--- src/rtl/amp_mod_pkg.sv ---
// Shared types and constants for the amp_modulator scheduler slice.
// Scheduler state encoding and the Q8 gain shift used by amp_modulator.
package amp_mod_pkg;

    typedef enum logic [1:0] {
        IDLE  = 2'd0,
        RUN   = 2'd1,
        DRAIN = 2'd2
    } sched_state_e;

    // Gain is Q8: product is shifted right by this amount inside amp_modulator.
    localparam int AMP_Q8_SHIFT = 8;

endpackage

--- src/rtl/amp_mod_dp_if.sv ---
// Operand/result bus between the scheduler (master) and the single amp_modulator (slave).
interface amp_mod_dp_if #(
    parameter int DATA_WIDTH = 16
);
    logic [DATA_WIDTH-1:0] dp_signal;
    logic [DATA_WIDTH-1:0] dp_modulator;
    logic [DATA_WIDTH-1:0] dp_result;

    modport master (output dp_signal, output dp_modulator, input dp_result);
    modport slave  (input dp_signal, input dp_modulator, output dp_result);
endinterface

--- src/rtl/amp_mod_rr_pick.sv ---
// Combinational round-robin picker: first requester at or after ptr_i, wrapping at NUM_CH-1.
module amp_mod_rr_pick #(
    parameter int NUM_CH = 4,
    localparam int CW = $clog2(NUM_CH)
) (
    input  logic [NUM_CH-1:0] req_i,
    input  logic [CW-1:0]     ptr_i,
    output logic [NUM_CH-1:0] gnt_o,
    output logic [CW-1:0]     idx_o,
    output logic              any_o
);
    int            j;
    logic [CW-1:0] sel;

    always_comb begin
        gnt_o = '0;
        idx_o = '0;
        any_o = 1'b0;
        j     = 0;
        sel   = '0;
        for (int k = 0; k < NUM_CH; k++) begin
            j = int'(ptr_i) + k;
            if (j >= NUM_CH) j = j - NUM_CH;
            sel = CW'(j);
            if (!any_o && req_i[sel]) begin
                any_o      = 1'b1;
                gnt_o[sel] = 1'b1;
                idx_o      = sel;
            end
        end
    end
endmodule

--- src/rtl/amp_mod_scheduler.sv ---
// Time-shares one amp_modulator datapath among NUM_CH voices; results return tagged by channel.
// Define AMP_MOD_SCHED_PRIORITY_EN to give ch0 strict priority over the round-robin channels.
module amp_mod_scheduler
    import amp_mod_pkg::*;
#(
    parameter int DATA_WIDTH = 16,
    parameter int NUM_CH     = 4,
    parameter int DP_LATENCY = 2,
    localparam int CW = $clog2(NUM_CH)
) (
    input  logic                         clk_i,
    input  logic                         rst_i,
    input  logic                         enable_i,
    input  logic [NUM_CH-1:0]            req_i,
    input  logic [NUM_CH*DATA_WIDTH-1:0] signal_i,
    input  logic [NUM_CH*DATA_WIDTH-1:0] modulator_i,
    output logic [NUM_CH-1:0]            gnt_o,
    amp_mod_dp_if.master                 dp,
    output logic [DATA_WIDTH-1:0]        result_o,
    output logic [CW-1:0]                result_ch_o,
    output logic                         result_valid_o,
    output logic                         busy_o,
    output sched_state_e                 state_o
);
    typedef struct packed {
        logic          valid;
        logic [CW-1:0] ch;
    } tag_t;

    sched_state_e          state_q, state_d;
    logic [CW-1:0]         ptr_q, ptr_d;
    logic [DATA_WIDTH-1:0] dp_sig_q, dp_sig_d, dp_mod_q, dp_mod_d;
    tag_t                  tag_q [DP_LATENCY+1];
    tag_t                  tag_d;
    logic [DATA_WIDTH-1:0] result_q;
    logic [CW-1:0]         result_ch_q;
    logic                  result_valid_q;
    logic [NUM_CH-1:0]     pick_gnt, gnt;
    logic [CW-1:0]         pick_idx, gnt_idx;
    logic                  pick_any, grant_en, tags_busy;

    amp_mod_rr_pick #(.NUM_CH(NUM_CH)) u_pick (
        .req_i (req_i),
        .ptr_i (ptr_q),
        .gnt_o (pick_gnt),
        .idx_o (pick_idx),
        .any_o (pick_any)
    );

    // Grants only in RUN with enable still high; a priority win leaves the rr pointer alone.
    always_comb begin
        grant_en = (state_q == RUN) && enable_i && !rst_i;
        gnt      = '0;
        gnt_idx  = '0;
        ptr_d    = ptr_q;
`ifdef AMP_MOD_SCHED_PRIORITY_EN
        if (grant_en && req_i[0]) begin
            gnt[0] = 1'b1;
        end else
`endif
        if (grant_en && pick_any) begin
            gnt     = pick_gnt;
            gnt_idx = pick_idx;
            ptr_d   = (pick_idx == CW'(NUM_CH - 1)) ? '0 : pick_idx + CW'(1);
        end
    end

    always_comb begin
        dp_sig_d    = dp_sig_q;
        dp_mod_d    = dp_mod_q;
        tag_d.valid = |gnt;
        tag_d.ch    = gnt_idx;
        if (|gnt) begin
            dp_sig_d = signal_i[int'(gnt_idx)*DATA_WIDTH +: DATA_WIDTH];
            dp_mod_d = modulator_i[int'(gnt_idx)*DATA_WIDTH +: DATA_WIDTH];
        end
    end

    always_comb begin
        tags_busy = 1'b0;
        for (int i = 0; i <= DP_LATENCY; i++) tags_busy = tags_busy | tag_q[i].valid;
    end

    always_comb begin
        state_d = state_q;
        unique case (state_q)
            IDLE:    if (enable_i) state_d = RUN;
            RUN:     if (!enable_i) state_d = DRAIN;
            DRAIN:   if (enable_i) state_d = RUN;
                     else if (!tags_busy) state_d = IDLE;
            default: state_d = IDLE;
        endcase
    end

    // Last tag stage lines up with dp_result, so the result regs sample both together.
    always_ff @(posedge clk_i) begin
        if (rst_i) begin
            state_q        <= IDLE;
            ptr_q          <= '0;
            dp_sig_q       <= '0;
            dp_mod_q       <= '0;
            for (int i = 0; i <= DP_LATENCY; i++) tag_q[i] <= '0;
            result_q       <= '0;
            result_ch_q    <= '0;
            result_valid_q <= 1'b0;
        end else begin
            state_q        <= state_d;
            ptr_q          <= ptr_d;
            dp_sig_q       <= dp_sig_d;
            dp_mod_q       <= dp_mod_d;
            tag_q[0]       <= tag_d;
            for (int i = 1; i <= DP_LATENCY; i++) tag_q[i] <= tag_q[i-1];
            result_valid_q <= tag_q[DP_LATENCY].valid;
            if (tag_q[DP_LATENCY].valid) begin
                result_q    <= dp.dp_result;
                result_ch_q <= tag_q[DP_LATENCY].ch;
            end
        end
    end

    assign gnt_o           = gnt;
    assign dp.dp_signal    = dp_sig_q;
    assign dp.dp_modulator = dp_mod_q;
    assign result_o        = result_q;
    assign result_ch_o     = result_ch_q;
    assign result_valid_o  = result_valid_q;
    assign busy_o          = (state_q != IDLE);
    assign state_o         = state_q;
endmodule

--- src/flat_wrapper.sv ---
// flat-port wrapper written by rule: the top's interface ports become plain ports
module amp_mod_scheduler_flat import amp_mod_pkg::*;
#(
    parameter int DATA_WIDTH = 16,
    parameter int NUM_CH     = 4,
    parameter int DP_LATENCY = 2,
    localparam int CW = $clog2(NUM_CH)
)
  (clk_i, rst_i, enable_i, req_i, signal_i, modulator_i, gnt_o, result_o, result_ch_o, result_valid_o, busy_o, state_o, dp_dp_signal, dp_dp_modulator, dp_dp_result);
  amp_mod_dp_if #(.DATA_WIDTH(DATA_WIDTH)) dp_i ();
  input  logic clk_i;
  input  logic rst_i;
  input  logic enable_i;
  input  logic [NUM_CH-1:0] req_i;
  input  logic [NUM_CH*DATA_WIDTH-1:0] signal_i;
  input  logic [NUM_CH*DATA_WIDTH-1:0] modulator_i;
  output logic [NUM_CH-1:0] gnt_o;
  output logic [DATA_WIDTH-1:0] result_o;
  output logic [CW-1:0] result_ch_o;
  output logic result_valid_o;
  output logic busy_o;
  output sched_state_e state_o;
  output wire logic [$bits(dp_i.dp_signal)-1:0] dp_dp_signal;
  output wire logic [$bits(dp_i.dp_modulator)-1:0] dp_dp_modulator;
  input wire logic [$bits(dp_i.dp_result)-1:0] dp_dp_result;
  assign dp_dp_signal = dp_i.dp_signal;
  assign dp_dp_modulator = dp_i.dp_modulator;
  assign dp_i.dp_result = dp_dp_result;
  amp_mod_scheduler #(.DATA_WIDTH(DATA_WIDTH), .NUM_CH(NUM_CH), .DP_LATENCY(DP_LATENCY)) u_core (.clk_i(clk_i), .rst_i(rst_i), .enable_i(enable_i), .req_i(req_i), .signal_i(signal_i), .modulator_i(modulator_i), .gnt_o(gnt_o), .dp(dp_i), .result_o(result_o), .result_ch_o(result_ch_o), .result_valid_o(result_valid_o), .busy_o(busy_o), .state_o(state_o));
endmodule
--- config.mk ---
export PLATFORM = sky130hd
export DESIGN_NAME = amp_mod_scheduler_flat
export DESIGN_NICKNAME = d
export VERILOG_FILES = /design/src/rtl/amp_mod_pkg.sv /design/src/rtl/amp_mod_dp_if.sv /design/src/rtl/amp_mod_rr_pick.sv /design/src/rtl/amp_mod_scheduler.sv /design/src/flat_wrapper.sv
export SDC_FILE = /design/constraint.sdc
export NUM_CORES = 1
export LEC_CHECK = 0
export ABC_AREA = 0
export BUFFER_PORTS_ARGS = -buffer_cell sky130_fd_sc_hd__buf_2
export CORE_MARGIN = 2
export CORE_UTILIZATION = 50
export CTS_CLUSTER_DIAMETER = 80
export CTS_CLUSTER_SIZE = 30
export DETAILED_ROUTE_END_ITERATION = 8
export PLACE_DENSITY = 0.88
export SLEW_MARGIN = 0
export SYNTH_ARGS = -nofsm -noshare
export SYNTH_HDL_FRONTEND = slang
export SYNTH_SLANG_ARGS = --single-unit
--- constraint.sdc ---
create_clock -name clk_i -period 9.6 [get_ports clk_i]
set_input_delay 0 -clock clk_i [delete_from_list [all_inputs] [get_ports clk_i]]
set_output_delay 0 -clock clk_i [all_outputs]
set_load 0.005 [all_outputs]
==> results.toml <==
[drt]
drc = 0
first_iter_violations = 173
drtPass1Iterations = 4
drtAntennaViolNets = 0
viasPerCell = 6.04
vias = 4756
routed_wl_um = 13600
wire_per_inst_um = 17.3

[sta]
period_minus_slack_ns = 4.37
setup_viol = 0
skew_ns = 0.0160
finalSetupTns_ns = 0
rsz0062_at_grt = "no"
slew_violations = 0
period_share_pct = 45.5
slew_headroom_pct = 25.4
max_clock_freq_mhz = 229
tightest_slew_ns = 1.12
finalHoldViolCount = 0

[floorplan]
dieWidth_um = 98.2
io_pins = 209
rows = 34
start_util_pct = 51.1
die_h_um = 98.2
coreArea_mm2 = 0.00868
die_area_mm2 = 0.00964

[power]
p_int_uw = 508
swShare_pct = 30.3
power_frac_comb_pct = 25.5
peakVddDrop_v = 0.0000854
powerDensity_mw_per_mm2 = 124
p_leak_nw = 2.74
clockPowerShare_pct = 35.6
p_sw_uw = 221
seqPwrFrac_pct = 38.9

[clocking]
tritoncts = "done"
cts_setup_buffers = 0
ctsResizeCount = 0
clockBufferDepth = 2
numCtsBuffers = 9
htreeDepth = 3
cts.sinks = 64
clock_latency_ns = 0.33
cts.reportedPaths.clkPinSlew_ns = 0.08
root_buffer = "clkbuf_8"

[worst_setup_path]
critPathMaxStageDelay_ns = 0.88
crit_path_max_fanout = 33
crit_path_end_kind = "flop"
crit_type = "reg -> reg"
r2r-start = "u_core.ptr_q[0]"
critPathRequiredTime_ns = 9.76
critPathSlowestCell = "a21o_1"
crit_arrival_ns = 4.53
crit_chain = "inv_1 > ha_1 > mux4_2 > a21oi_1 > a2bb2oi_1 > a2111oi_4 > buf_4 > a21o_1 > o31ai_1"
cp-start-kind = "flop"
cp-startpoint = "u_core.ptr_q[0]"
critPathTopFamily = "compound AO/OA/AOI/OAI gates"
cp.buffers_inverters = 2

[global_routing]
antenna_found_initial = 0
grt_use_total_pct = 26.7
gr-total-overflow = 0
grt_pass1_wl_um = 21600
grt_max_degree = 67
grt_pass1_vias = 4605

[cells_and_area]
multiInputGateArea_mm2 = 0.00287
drive_gt1_share_pct = 40.8
layout.area.seq_mm2 = 0.00128
diodes = 0
fill_cells = 695
syn2layout_area_growth_pct = 32.7
final_nets = 834
final_area_mm2 = 0.00589

[synth]
synth-edff-count = 0
synth.distinct_cells = 45
synth_nets = 644
syn-cell-area_mm2 = 0.00444
netlist_instances = 484
synth_seq_cells = 64
synth_seq_area_share_pct = 28.9
syn_avg_cell_area_um2 = 9.17
synthArstFlopShare_pct = 0
ys.warnings.count = 0
synth_top_flop_cell = "dfxtp_1"

[placement]
dpl-instance-area_mm2 = 0.00541
portBuffers = 208
hpwl_um = 9260
place_congestion = 0.872

[min_path]
min_path_type = "in -> reg"
hold_path.startpoint = "signal_i[26]"

[outcome]
status = "completed"

[job]
maxCapViolCount = 0
-- final timing paths --
kind | depth (start not counted) | to | slack, ns
min reg2reg | 1 | u_core.tag_q[0][3] | 0.45
max reg2reg | 9 | u_core.dp.dp_modulator[3] | 5.23
max | 9 | u_core.dp.dp_modulator[3] | 5.23
min | 3 | u_core.dp.dp_signal[10] | 0.02
-- worst reg2reg max path: stages (launching register included) --
cell	delay, ns
dfxtp_1	0.77
inv_1	0.35
ha_1	0.51
mux4_2	0.45
a21oi_1	0.18
a2bb2oi_1	0.12
a2111oi_4	0.32
buf_4	0.39
a21o_1	0.88
o31ai_1	0.23
-- synthesized netlist by cell type (all sizes together), types with 3 or more instances --
cell,number,share of area (%)
a41oi,32,6.3
mux4,3,1.5
o31ai,32,5.4
nor3b,3,0.51
a221oi,64,17
nor2,28,2.4
inv,7,0.59
nor4,3,0.42
nand2,7,0.65
buf,20,3.1
and2,32,4.5
nand3b,4,0.68
o21ai,4,0.45
and3,64,9.0
nor2b,7,0.99
a2bb2oi,3,0.59
clkbuf,41,3.5
dfxtp,64,29
a21oi,14,1.6
mux2i,22,5.0
ha,9,2.5
-- logic make-up after synthesis --
kind of cell	count (synthesis)	share of synthesized area, %
compound gates	158	33.6
mux	27	7.08
buf+inv	68	7.16
flops	64	28.9
fa+ha+maj	9	2.54
simple gates	158	20.7
-- power by group through the flow --
stage                     combinational, mW  sequential [mW]  clock, mW
after floorplan                       0.116            0.288          0
after global placement                0.171            0.288          0
after detailed placement              0.176            0.289          0
after CTS                             0.184            0.283      0.263
after global routing                  0.201            0.285      0.276
final                                 0.186            0.283      0.259
-- stage by stage --
step	hold WS [ns]	total power, mW	setup slack [ns]	util [%]	std cells
after floorplan	0.0785	0.405	6.50	-	484
after global placement	0.194	0.460	5.43	62.3	746
after detailed placement	0.192	0.465	5.20	62.3	746
after CTS	0.00343	0.730	5.23	67.8	787
after global routing	0.00901	0.762	4.83	67.8	787
final	0.0174	0.728	5.23	67.8	787
-- layout by cell type (no fill, tap or decap), drive strengths merged, types with 3 or more instances in the layout --
cell type and count:
nor2b 7, buf 215, nand3b 4, o21ai 4
nor2 28, mux2i 22, a2bb2oi 3, mux4 3
nand2 7, o31ai 32, a21oi 14, a221oi 64
inv 9, a41oi 32, ha 9, dlygate4sd3 25
dfxtp 64, and3 64, nor4 3, clkbuf 9
nor3b 3, and2 32
-- layout make-up --
class                      count  share of cell area [%]
clock buffer                   9                    2.10
clock inverter                 7                    1.74
inverter                       7                   0.446
multi-input combinational    352                    48.8
sequential                    64                    21.8
tap                          108                    2.30
timing repair buffer         240                    22.8
-- what timing repair did --
| action | CTS | global route |
|---|---|---|
| hold buffers | 25 | 0 |
| endpoints found under the setup margin | 0 | 0 |
| endpoints found under the hold margin | 26 | 0 |
-- state kept, by name, indices dropped and copies added, names as in the netlist --
name                    flops
u_core.result_valid_o       1
u_core.dp.dp_signal        16
u_core.result_o            16
u_core.tag_q                9
u_core.ptr_q                2
u_core.dp.dp_modulator     16
u_core.result_ch_o          2
u_core.state_o              2
-- per-layer routing --
metal | share of wire [%] | global-route usage [%] | up-vias | routed length [um]
li1 | - | - | 2304 | -
met1 | 40 | 31.3 | 2213 | 5370
met2 | 51 | 48.5 | 209 | 6870
met3 | 7.5 | 5.37 | 30 | 1020
met4 | 2.5 | 9.17 | 0 | 334
met5 | 0 | 0 | - | 0
(Power assumes the default switching activity.)
